`config.mk`:
```
export PLATFORM = sky130hd
export DESIGN_NAME = inst_fetch_bridge_flat
export DESIGN_NICKNAME = d
export VERILOG_FILES = /design/src/rtl/inst_fetch_bridge_pkg.sv /design/src/rtl/inst_fetch_bridge_if.sv /design/src/rtl/inst_fetch_bridge.sv /design/src/flat_wrapper.sv
export SDC_FILE = /design/constraint.sdc
export NUM_CORES = 1
export LEC_CHECK = 0
export BUFFER_PORTS_ARGS = -buffer_cell sky130_fd_sc_hd__buf_2
export CORE_UTILIZATION = 53
export CTS_BUF_LIST = sky130_fd_sc_hd__clkbuf_4 sky130_fd_sc_hd__clkbuf_8
export CTS_CLUSTER_DIAMETER = 120
export DETAILED_ROUTE_END_ITERATION = 6
export GPL_TIMING_DRIVEN = 1
export PLACE_DENSITY = 0.87
export SLEW_MARGIN = 10
export SYNTH_ARGS = -nofsm -noshare
export SYNTH_HDL_FRONTEND = slang
export SYNTH_SLANG_ARGS = --single-unit
export TNS_END_PERCENT = 10
```
`constraint.sdc`:
```
create_clock -name clk -period 3.1 [get_ports clk]
set_clock_uncertainty 0.05 [all_clocks]
set_input_delay 0 -clock clk [delete_from_list [all_inputs] [get_ports clk]]
set_output_delay 0 -clock clk [all_outputs]
set_load 0.01 [all_outputs]
```
`src/rtl/inst_fetch_bridge_pkg.sv`:
```
// inst_fetch_bridge_pkg: shared widths, constants and state encoding for the fetch bridge
package inst_fetch_bridge_pkg;
  typedef logic [31:0] inst_addr_t;
  typedef logic [31:0] inst_data_t;
  localparam inst_data_t ZERO_WORD = 32'h0000_0000;
  localparam inst_addr_t WORD_MASK = 32'hffff_fffc;
  localparam logic [0:0] FETCH_IDLE = 1'b0;
  localparam logic [0:0] FETCH_REQ = 1'b1;
endpackage

```
`src/rtl/inst_fetch_bridge_if.sv`:
```
// inst_fetch_bridge_if: req/ack read bus between the fetch bridge and instruction memory
interface inst_fetch_bridge_if;
  import inst_fetch_bridge_pkg::*;
  logic mem_req;
  inst_addr_t mem_addr;
  logic mem_ack;
  inst_data_t mem_rdata;
  modport master(output mem_req, output mem_addr, input mem_ack, input mem_rdata);
  modport slave(input mem_req, input mem_addr, output mem_ack, output mem_rdata);
endinterface

```
`src/rtl/inst_fetch_bridge.sv`:
```
// inst_fetch_bridge: single-word line buffer turning the core ROM port into a req/ack fetch
module inst_fetch_bridge
  import inst_fetch_bridge_pkg::*;
#(
  parameter int TIMEOUT_CYCLES = 64
) (
  input  logic       clk,
  input  logic       rst,
  input  logic       rom_ce_i,
  input  inst_addr_t rom_addr_i,
  output inst_data_t rom_data_o,
  output logic       stall_req_o,
  output logic       err_o,
  inst_fetch_bridge_if.master mem
);
  localparam int CW = $clog2(TIMEOUT_CYCLES) + 1;
  logic [0:0] state;
  logic hold_valid;
  inst_addr_t hold_addr;
  inst_addr_t req_addr;
  inst_data_t hold_data;
  logic [CW-1:0] count;
  logic hit;
  logic in_req;
  logic timeout;
  assign in_req = state == FETCH_REQ;
  assign hit = rom_ce_i & hold_valid & ((rom_addr_i & WORD_MASK) == hold_addr);
  assign timeout = count == CW'(TIMEOUT_CYCLES - 1);
  assign rom_data_o = (hit & ~rst) ? hold_data : ZERO_WORD;
  assign stall_req_o = ~rst & rom_ce_i & (in_req | ~hit);
  assign mem.mem_req = in_req;
  assign mem.mem_addr = req_addr;
  // start a fetch on a miss, then fill the line on ack or a NOP on timeout
  always_ff @(posedge clk or posedge rst) begin
    if (rst) begin
      state <= FETCH_IDLE;
      hold_valid <= 1'b0;
      hold_addr <= '0;
      hold_data <= ZERO_WORD;
      req_addr <= '0;
      count <= '0;
      err_o <= 1'b0;
    end else begin
      err_o <= 1'b0;
      if (!in_req) begin
        if (rom_ce_i & ~hit) begin
          state <= FETCH_REQ;
          req_addr <= rom_addr_i & WORD_MASK;
          count <= '0;
        end
      end else if (mem.mem_ack) begin
        hold_data <= mem.mem_rdata;
        hold_addr <= req_addr;
        hold_valid <= 1'b1;
        state <= FETCH_IDLE;
      end else if (timeout) begin
        hold_data <= ZERO_WORD;
        hold_addr <= req_addr;
        hold_valid <= 1'b1;
        err_o <= 1'b1;
        state <= FETCH_IDLE;
      end else begin
        count <= count + 1'b1;
      end
    end
  end
endmodule

```
`src/flat_wrapper.sv`:
```
// flat-port wrapper written by rule: the top's interface ports become plain ports
module inst_fetch_bridge_flat import inst_fetch_bridge_pkg::*;
#(
  parameter int TIMEOUT_CYCLES = 64
)
  (clk, rst, rom_ce_i, rom_addr_i, rom_data_o, stall_req_o, err_o, mem_mem_req, mem_mem_addr, mem_mem_ack, mem_mem_rdata);
  inst_fetch_bridge_if mem_i ();
  input  logic clk;
  input  logic rst;
  input  logic rom_ce_i;
  input  inst_addr_t rom_addr_i;
  output inst_data_t rom_data_o;
  output logic stall_req_o;
  output logic err_o;
  output wire logic [$bits(mem_i.mem_req)-1:0] mem_mem_req;
  output wire logic [$bits(mem_i.mem_addr)-1:0] mem_mem_addr;
  input wire logic [$bits(mem_i.mem_ack)-1:0] mem_mem_ack;
  input wire logic [$bits(mem_i.mem_rdata)-1:0] mem_mem_rdata;
  assign mem_mem_req = mem_i.mem_req;
  assign mem_mem_addr = mem_i.mem_addr;
  assign mem_i.mem_ack = mem_mem_ack;
  assign mem_i.mem_rdata = mem_mem_rdata;
  inst_fetch_bridge #(.TIMEOUT_CYCLES(TIMEOUT_CYCLES)) u_core (.clk(clk), .rst(rst), .rom_ce_i(rom_ce_i), .rom_addr_i(rom_addr_i), .rom_data_o(rom_data_o), .stall_req_o(stall_req_o), .err_o(err_o), .mem(mem_i));
endmodule
```
== Word level (Yosys, flattened, before mapping) ==
Index checks and enable logic that the tools add are counted.

* Bits in registers: 104
* Input port bits: 68
* Output and inout port bits: 67

* Add/subtract/negate cells: 1
* Eq/ne operators: 4
* Multiplexer cells: 18
* Bitwise operators: 10
* Reductions and logical operators: 5

{| class="wikitable"
|+ Operators with widths
! cell !! count
|-
| $mux W32 || 5
|-
| $eq A32 B32 Y1 || 1
|-
| $mux W7 || 4
|-
| $mux W1 || 9
|-
| $add A7 B1 Y7 const B || 1
|-
| $eq A7 B6 Y1 const B || 1
|-
| $and A1 B1 Y1 || 6
|-
| $ne A2 B2 Y1 const B || 2
|-
| $reduce_and A2 Y1 || 2
|-
| $reduce_bool A2 Y1 || 2
|-
| $not A1 Y1 || 3
|-
| $reduce_and A3 Y1 || 1
|-
| $or A1 B1 Y1 || 1
|}

== Longest topological paths before layout ==
Gate-level depths: netlist (run 1).

* Depth after elaboration: 6
* Gate-level depth with buffers: 7
* Mapped depth without buffers: 6

== Worst setup path before layout (run 1) ==
OpenSTA, ideal clock, no wires.

* Path type: flip-flop to flip-flop
* Start point: register u_core.count[0]
* End point: register u_core.hold_addr[10]
* Setup time: 0.125 ns
* Arrival: 1.821 ns
* Data required time: 2.925 ns
* Path slack: 1.105 ns
* Cell stages (with the launch flop): 7
* Buffers on the path: 1
* Clock period less this slack: 1.995 ns
* Cells stage by stage: dfrtp_1 > ha_1 > nand3_1 > nor3_1 > o21ai_1 > buf_2 > mux2_2

* Word-level cells in the longest chain between the ends: 3

{| class="wikitable"
|+ Ends and longest elaborated chain
! element !! line !! text
|-
| start: declaration || inst_fetch_bridge.sv:22 || <nowiki>logic [CW-1:0] count;</nowiki>
|-
| start signal: assignment || inst_fetch_bridge.sv:63 || <nowiki>count <= count + 1'b1;</nowiki>
|-
| $eq A7 B6 Y1 || inst_fetch_bridge.sv:28 || <nowiki>assign timeout = count == CW'(TIMEOUT_CYCLES - 1);</nowiki>
|-
| $reduce_bool A2 Y1 (no source line) || n/a ||
|-
| $reduce_and A2 Y1 (no source line) || n/a ||
|-
| end signal: assignment || inst_fetch_bridge.sv:53 || <nowiki>hold_addr <= req_addr;</nowiki>
|-
| end signal: assignment || inst_fetch_bridge.sv:58 || <nowiki>hold_addr <= req_addr;</nowiki>
|-
| end: declaration || inst_fetch_bridge.sv:19 || <nowiki>inst_addr_t hold_addr;</nowiki>
|}

Every way passes these cells.
A chain may end at the register's enable or synchronous reset.

== Worst setup path in the final report (run 1) ==
* Start point: register u_core.hold_addr[6]
* End point: register u_core.req_addr[20] (netlist: u_core.mem.mem_addr[20])

* Word-level cells in the longest chain between the ends: 5

{| class="wikitable"
|+ Ends and longest elaborated chain
! element !! line !! text
|-
| $eq A32 B32 Y1 || inst_fetch_bridge.sv:27 || <nowiki>assign hit = rom_ce_i & hold_valid & ((rom_addr_i & WORD_MASK) == hold_addr);</nowiki>
|-
| $and A1 B1 Y1 || inst_fetch_bridge.sv:27 ||
|-
| $not A1 Y1 || inst_fetch_bridge.sv:46 || <nowiki>if (rom_ce_i & ~hit) begin</nowiki>
|-
| $and A1 B1 Y1 || inst_fetch_bridge.sv:46 ||
|-
| $reduce_and A2 Y1 (no source line) || n/a ||
|-
| end signal: assignment || inst_fetch_bridge.sv:48 || <nowiki>req_addr <= rom_addr_i & WORD_MASK;</nowiki>
|-
| end: declaration || inst_fetch_bridge.sv:20 || <nowiki>inst_addr_t req_addr;</nowiki>
|}

Every way passes these cells.

==> impl_metrics.json, run 1 <==
{
  "worstSkewPairLatency_ns": 0.37,
  "hpwl_microns": 6614,
  "die-area_sq_um": 8908,
  "fmax_mhz": 381.7,
  "p_switching_w": 0.001161,
  "fillers": 523,
  "netSwitchingFraction_pct": 30.29,
  "cts.sinks": 102,
  "ys_seq_elements": 102,
  "drc_errors": 0,
  "fin_crit_ns": 2.620,
  "synth_cell_types": 34,
  "drtPass1Iterations": 4,
  "synthFlopType": "dfrtp_1",
  "io_buffers": 130,
  "vias_per_cell": 5.390,
  "required_ns": 3.29,
  "internal_power_w": 0.002673,
  "final_util_pct": 73.71,
  "core_sq_um": 8258,
  "clkTransAtPathRegs_ns": 0.10,
  "reg2reg_depth": 5,
  "track_usage_pct": 25.17,
  "fin_setup_tns_ns": 0,
  "comb_power_share_pct": 26.3,
  "ctsResizeCount": 0,
  "drtIter0Drc": 104,
  "crit_type": "flip-flop to flip-flop",
  "preCtsSetupSlack_ns": 0.5587,
  "finalSetupViolations": 0,
  "slew_viol_final": 0,
  "netlist_area_sq_um": 4523,
  "rows": 33,
  "vdd_ir_drop_max_mv": 0.4252,
  "dpl_cell_area_sq_um": 5241,
  "worst_pin_slew_ns": 1.152,
  "wl_microns": 10780,
  "cts_tree": "done",
  "whs_path_depth": 5,
  "cp-end-kind": "flip-flop",
  "initial_utilization_pct": 54.77,
  "vias": 3401,
  "grt_pass1_vias": 3481,
  "hp-class": "input port to flip-flop",
  "yosys_warnings": 0,
  "die_w_microns": 94.38,
  "synth_cells": 330,
  "ioPinCount": 135,
  "postCtsSetupBuffers": 0,
  "finalHoldViolCount": 0,
  "status": "finished clean",
  "arrival_ns": 2.81,
  "avgSynthCellArea_sq_um": 13.71,
  "max_slew_margin_pct": 23.19,
  "p_clk_share_pct": 22.5,
  "fin_ws_ns": 0.4801,
  "htree_levels": 3,
  "gp_congestion": 0.7857,
  "final_common_cell": "buf_2",
  "grt_max_degree": 62,
  "maxCapViolations": 0,
  "rsz0062_at_grt": "no",
  "die_y_microns": 94.38,
  "antenna_left": 0,
  "cts_buffers": 9,
  "grt_pass1_wl_microns": 16820,
  "ys_seq_area_share_pct": 56.43,
  "synth-edff-count": 0,
  "synth-async-reset-ratio_pct": 100.0,
  "cts_hold_buf": 64,
  "drive_gt1_share_pct": 41.71,
  "final_cell_mix": "130 x buf_2, 102 x dfrtp_1, 64 x dlygate4sd3_1",
  "fin_area_sq_um": 6087,
  "clockBufferDepth": 2,
  "seq_power_share_pct": 51.2,
  "cts-root-buf": "clkbuf_8",
  "crit_path_max_fanout": 33,
  "grt.overflow.total": 0,
  "critPathLaunchType": "flip-flop",
  "fin_crit_sh_pct": 84.51,
  "powerDensity_nw_per_um2": 629.9,
  "p_leak_nw": 2.947,
  "area_delta_synth_final_pct": 34.58,
  "wl_per_cell_microns": 17.09,
  "antenna_found_initial": 1,
  "final_nets": 589
}
flip-flops by register name, summed over array words and instances (netlist names):
signal	flops
u_core.count	7
u_core.err_o	1
u_core.hold_addr	30
u_core.hold_data	32
u_core.hold_valid	1
u_core.mem.mem_addr	30
u_core.mem.mem_req	1
power by group through the flow:
stage | Sequential [W] | Clock, W | Combinational, W
after global placement | 0.00194 | 0 | 0.000898
final | 0.00196 | 0.000863 | 0.00101
after detailed placement | 0.00198 | 0 | 0.000935
after CTS | 0.00195 | 0.000876 | 0.00101
after floorplan | 0.00196 | 0 | 0.000642
after global routing | 0.00200 | 0.000937 | 0.00109
critical path, stage by stage, from the launching register on:
cell	delay (ns)
dfrtp_1	0.41
xor2_1	0.16
nor4_1	0.45
nand4_1	0.31
o21a_2	0.66
mux2_4	0.45
cell families (layout without fill, tap and decap cells):
logic type	count (synthesis)	in the layout	synth area share [%]
buf+inv	22	216	3.126
fa+ha+maj	1	1	0.2766
mux	60	60	17.10
other cells	1	3	0.08291
compound gates	44	44	8.022
simple gates	68	68	8.769
xor+xnor	32	32	6.196
flops	102	102	56.43
per-layer routing:
| metal | part of all wire [%] | global-route usage, % |
|---|---|---|
| met5 | 0 | 0 |
| met4 | 3.5 | 12.05 |
| met3 | 3.5 | 5.072 |
| met2 | 52 | 42.93 |
| met1 | 41 | 30.55 |
path summary, 6_finish.rpt:
kind / startpoint / to / slack, ns
min reg2reg: u_core.hold_valid / u_core.hold_valid / 0.43
min in group asynchronous: rst / u_core.hold_data[27] / 0.19
max in group asynchronous: rst / u_core.mem.mem_addr[28] / 2.10
min: rom_ce_i / u_core.mem.mem_req / 0.13
max reg2reg: u_core.hold_addr[6] / u_core.mem.mem_addr[20] / 0.48
max: u_core.hold_addr[6] / u_core.mem.mem_addr[20] / 0.48
synth_stat cells, types with 4 or more instances:
library cell    n  area [sq um]
nor3_1          4         20.02
dfrtp_1       102          2552
mux2_4         26         390.4
clkbuf_1       12         45.04
nand2_1        10         37.54
xor2_1         31         271.5
nor4_1          7         43.79
o22ai_1         4         25.02
mux2_2         34         382.9
a22o_1         32         280.3
and2_1         33         206.5
metrics by stage:
stage               hold WS (ns)  std cells  power (W)
floorplan              0.0002979        331   0.002601
detailed placement       0.06249        550   0.002911
finish                    0.1324        631   0.003834
global route              0.1584        631   0.004033
global placement         0.05783        550   0.002843
CTS                       0.1355        630   0.003835
cell type report:
class                           count  area [sq um]  area share (%)
Inverter                            1         6.256          0.1028
Clock inverter                      7         78.83           1.295
Tap cell                          105         131.4           2.158
Sequential cell                   102          2552           41.93
Antenna cell                        1         2.502         0.04111
Multi-Input combinational cell    207          1851           30.40
Timing Repair Buffer              199          1341           22.03
Clock buffer                        9         123.9           2.035
No activity file was read; power rests on OpenSTA's default activity.
==> run 2, diff against run 1 <==
clock period = 2.7 ns   (was 3.1 ns; I/O delays follow)
==> run 2 against run 1 <==
Compared with the run above:
- maximum frequency is 6.1% higher
- first-iteration DRC count is 44% higher
- largest cell class unchanged
- design area is 0.51% higher
- largest power group unchanged
- sequential power is 15% higher
- register-to-register slack worse by 0.25 ns
- clock power is 18% higher
- via count is 1.0% lower
- routed wire length is 2.8% higher
- worst hold slack better by 0.079 ns
- global-route usage is 1.2 points higher
==> impl_metrics.json, run 2 (same netlist as run 1, synthesis figures left out) <==
{
  "status": "finished clean",
  "rows": 33,
  "area_delta_synth_final_pct": 35.27,
  "dp_cells": 552,
  "grtUsageMet1_pct": 31.14,
  "largest_register_ffs": 32,
  "final_cell_mix": "130 x buf_2, 102 x dfrtp_1, 64 x dlygate4sd3_1",
  "cts.sinks": 102,
  "grt.met3_usage_pct": 3.945,
  "die_y_microns": 94.38,
  "gr-max-usage-layer": "met2",
  "fillers": 533,
  "drc_errors": 0,
  "final_common_cell": "buf_2",
  "vias_per_cell": 5.326,
  "clkTransAtPathRegs_ns": 0.10,
  "wl_microns": 11080,
  "fin_crit_sh_pct": 91.47,
  "dpl_cell_area_sq_um": 5258,
  "stdcell_count": 632,
  "final_nets": 591,
  "hp-class": "input port to flip-flop",
  "max_slew_margin_pct": 21.48,
  "htree_levels": 3,
  "worstSkewPairLatency_ns": 0.35,
  "core_sq_um": 8258,
  "cts_buffers": 9,
  "vdd_ir_drop_max_mv": 0.4048,
  "initial_utilization_pct": 54.77,
  "grt_pass1_vias": 3593,
  "maxCapViolations": 0,
  "largest-register": "u_core.hold_data",
  "fin_hold_ws_ns": 0.2110,
  "rsz0062_at_grt": "no",
  "crit_type": "flip-flop to flip-flop",
  "track_usage_pct": 26.33,
  "antenna_left": 0,
  "cp-end-kind": "flip-flop",
  "hpwl_microns": 6615,
  "fin_setup_tns_ns": 0,
  "finalHoldViolCount": 0,
  "fin_area_sq_um": 6118,
  "finalSetupViolations": 0,
  "arrival_ns": 2.65,
  "grt_max_degree": 57,
  "drive_gt1_share_pct": 42.13,
  "gp_congestion": 0.7751,
  "grt.overflow.total": 0,
  "grt_pass1_wl_microns": 17690,
  "ioPinCount": 135,
  "postCtsSetupBuffers": 0,
  "cts-root-buf": "clkbuf_8",
  "crit_path_max_fanout": 42,
  "powerDensity_nw_per_um2": 727.7,
  "wl_per_cell_microns": 17.53,
  "vias": 3366,
  "die-area_sq_um": 8908,
  "clockBufferDepth": 2,
  "antenna_found_initial": 0,
  "slew_viol_final": 0,
  "required_ns": 2.88,
  "die_w_microns": 94.38,
  "drtPass1Iterations": 4,
  "cts_tree": "done",
  "worst_pin_slew_ns": 1.178,
  "fmax_mhz": 404.9,
  "antenna_cells": 0,
  "fin_crit_ns": 2.470,
  "io_buffers": 130,
  "p_leak_nw": 2.971,
  "use_met2_pct": 47.83,
  "drtIter0Drc": 150,
  "critPathLaunchType": "flip-flop"
}
run 2: cell count changes in the layout (fill, tap and decap cells not counted), sizes merged:
cell and change:
clkbuf +1, clkinvlp -2, inv -1, diode -1, clkinv +2, buf +2
run 2: per-stage QoR:
step	setup WS, ns	power [W]	util (%)
6_report	0.2303	0.004452	74.09
4_1_cts	0.2278	0.004435	74.02
3_3_place_gp	0.3180	0.003266	63.67
5_1_grt	0.02493	0.004688	74.09
3_5_place_dp	0.3010	0.003347	63.67
2_1_floorplan	0.7046	0.002987	-
run 2: worst paths after layout:
| kind | start | endpoint | slack [ns] | depth (start not counted) |
|---|---|---|---|---|
| worst max-delay path | u_core.count[0] | u_core.hold_addr[2] | 0.23 | 6 |
| worst min-delay path | rom_ce_i | u_core.mem.mem_req | 0.21 | 5 |
| worst max register to register | u_core.count[0] | u_core.hold_addr[2] | 0.23 | 6 |
| worst min register to register | u_core.count[6] | u_core.err_o | 0.42 | 1 |
| max in group asynchronous | rst | u_core.hold_addr[20] | 1.74 | 4 |
| min in group asynchronous | rst | u_core.count[2] | 0.36 | 4 |
run 2: what timing repair did:
| action | CTS | global route |
|---|---|---|
| hold buffers | 64 | 0 |
| gates resized for setup | 0 | 1 |
| endpoints found under the setup margin | 0 | 32 |
| hold endpoints to repair | 165 | 0 |
run 2: cell type report:
cell class	count	area [sq um]	area share [%]
Multi-Input combinational cell	207	1857	30.35
Timing Repair Buffer	201	1356	22.17
Sequential cell	102	2552	41.72
Inverter	1	7.507	0.1227
Tap cell	105	131.4	2.147
Clock inverter	6	76.32	1.247
Clock buffer	10	137.6	2.249
run 2: where the power goes:
group          switching [W]  internal (W)
combinational       0.000491      0.000680
sequential          0.000311       0.00195
clock               0.000545      0.000471
total                0.00135       0.00310
run 2: per-layer routing:
metal,vias to the layer above,share of wire [%]
met1,1698,40
met3,26,3.6
met4,0,2.7
met2,102,54
li1,1540,-
met5,-,0
run 2: worst max-delay path, stage by stage (launching register included):
cell and delay (ns):
dfrtp_1 0.43, ha_1 0.24, nand3_1 0.16, nor3_1 0.12
o21ai_4 0.65, buf_12 0.30, mux2_2 0.36
==> run 3, diff against run 2 <==
CORE_UTILIZATION = 51   (was 53)
CTS_BUF_LIST = unset   (was sky130_fd_sc_hd__clkbuf_4 sky130_fd_sc_hd__clkbuf_8)
PLACE_DENSITY = 0.84   (was 0.87)
==> run 3 against run 2 <==
Compared with the run above:
- clock power shrank 15%
- core utilization shrank 1.3 points
- sequential power is essentially flat
- maximum frequency shrank 1.4%
- combinational power is essentially flat
- via count grew 1.5%
- design area shrank 0.29%
- register-to-register slack gained 0.17 ns
==> impl_metrics.json, run 3 (same netlist as run 1, synthesis figures left out) <==
{
  "crit_type": "flip-flop to output pin",
  "crit_start": "u_core.hold_addr[11]",
  "hp-start": "rom_ce_i",
  "die_y_microns": 96.18,
  "vias_per_cell": 5.388,
  "status": "finished clean",
  "drtPass1Iterations": 6,
  "final_cell_mix": "130 x buf_2, 102 x dfrtp_1, 64 x dlygate4sd3_1",
  "vdd_ir_drop_max_mv": 0.4911,
  "worstPathCellList": "xor2_1 -> nor4_1 -> nand4_1 -> buf_4 -> nor3_2 -> buf_4 -> and2_1 -> buf_2",
  "cts-root-buf": "clkbuf_8",
  "cts_buffers": 9,
  "cpPeakStageDelay_ns": 0.40,
  "maxCapViolations": 0,
  "finalHoldViolCount": 0,
  "area_delta_synth_final_pct": 34.88,
  "crit_path_max_fanout": 32,
  "rows": 33,
  "worst_pin_slew_ns": 1.136,
  "fin_hold_ws_ns": 0.1782,
  "stdcell_count": 634,
  "drc_errors": 0,
  "worstSkewPairLatency_ns": 0.36,
  "powerDensity_nw_per_um2": 703.6,
  "p_leak_nw": 2.958,
  "die-area_sq_um": 9250,
  "critPathLaunchType": "flip-flop",
  "clockBufferDepth": 2,
  "cp_slowest_cell": "dfrtp_1",
  "grt_pass1_wl_microns": 17110,
  "grt_pass1_vias": 3474,
  "arrival_ns": 2.45,
  "die_w_microns": 96.18,
  "wl_per_cell_microns": 17.80,
  "cp-end-kind": "output pin",
  "io_buffers": 130,
  "dp_cells": 553,
  "htree_levels": 3,
  "rsz0062_at_grt": "no",
  "slew_viol_final": 0,
  "path_buf_inv": 3,
  "vias": 3416,
  "required_ns": 2.65,
  "core_sq_um": 8382,
  "hpwl_microns": 6705,
  "whs_path_depth": 4,
  "crit_family": "simple AND/OR/NAND/NOR gates",
  "wl_microns": 11280,
  "finalSetupViolations": 0,
  "reg2reg_depth": 7,
  "fin_area_sq_um": 6101,
  "gp_congestion": 0.7611,
  "antenna_left": 0,
  "grt_max_degree": 58,
  "fin_crit_ns": 2.504,
  "critical_path_cell_count": 8,
  "largest-register": "u_core.hold_data",
  "largest_register_ffs": 32,
  "fin_crit_sh_pct": 92.73,
  "total_power_w": 0.004292,
  "max_slew_margin_pct": 24.29,
  "grt.overflow.total": 0,
  "cpMostUsedCell": "buf_4",
  "initial_utilization_pct": 53.96,
  "drtIter0Drc": 119,
  "antenna_found_initial": 0,
  "antenna_cells": 0,
  "final_nets": 593,
  "hp-class": "input port to flip-flop",
  "final_common_cell": "buf_2",
  "fmax_mhz": 399.4,
  "drive_gt1_share_pct": 42.16,
  "track_usage_pct": 24.96,
  "timing.rr.start": "u_core.hold_addr[11]",
  "fin_setup_tns_ns": 0,
  "cts_tree": "done",
  "cts.sinks": 102,
  "clkTransAtPathRegs_ns": 0.11,
  "ctsResizeCount": 0,
  "ioPinCount": 135,
  "dpl_cell_area_sq_um": 5278
}
-- run 3: path summary, 6_finish.rpt --
| kind | end | slack [ns] |
|---|---|---|
| hold reg to reg | u_core.err_o | 0.44 |
| setup / recovery | rom_data_o[10] | 0.20 |
| hold / removal | u_core.mem.mem_addr[31] | 0.18 |
| setup reg to reg | u_core.mem.mem_addr[11] | 0.40 |
| max in group asynchronous | u_core.hold_addr[4] | 1.72 |
| min in group asynchronous | u_core.count[5] | 0.35 |
-- run 3: cell type report --
class | instances | area, sq um
flip-flops and latches | 102 | 2552
fillers | 550 | 2281
multi-input cells | 207 | 1851
repair buffers | 203 | 1384
well taps | 105 | 131.4
clock buffers | 9 | 123.9
clock inverters | 7 | 51.30
inverters | 1 | 7.507
-- run 3: timing repair --
action | in CTS | in global routing
setup endpoints to repair | 0 | 1
endpoints found under the hold margin | 165 | 0
setup buffers | 0 | 1
hold buffers | 64 | 0
-- run 3: per-layer routing --
layer	vias up	wire (microns)	track usage, %
li1	1548	-	-
met1	1708	4493	29.83
met2	127	5937	43.20
met3	33	485	4.423
met4	0	367	12.44
met5	-	0	0
-- run 3: metrics by stage --
step	util (%)	setup slack, ns
2_1_floorplan	-	0.7046
3_3_place_gp	62.96	0.4190
3_5_place_dp	62.96	0.3745
4_1_cts	72.70	0.2123
5_1_grt	72.79	0.07840
6_report	72.79	0.1964
-- run 3: power by group --
part | switching [W] | total (W) | internal, W | leakage (nW)
combinational | 0.000482 | 0.00116 | 0.000682 | 1.65
sequential | 0.000307 | 0.00226 | 0.00195 | 1.23
clock | 0.000529 | 0.000866 | 0.000337 | 0.0852
-- run 3: worst reg2reg max path, stage by stage, from the launching register on --
cell and delay, ns:
dfrtp_1 0.40, xor2_1 0.15, nor4_1 0.38, nand4_1 0.15
buf_4 0.18, o21a_2 0.32, buf_12 0.22, mux2_4 0.34
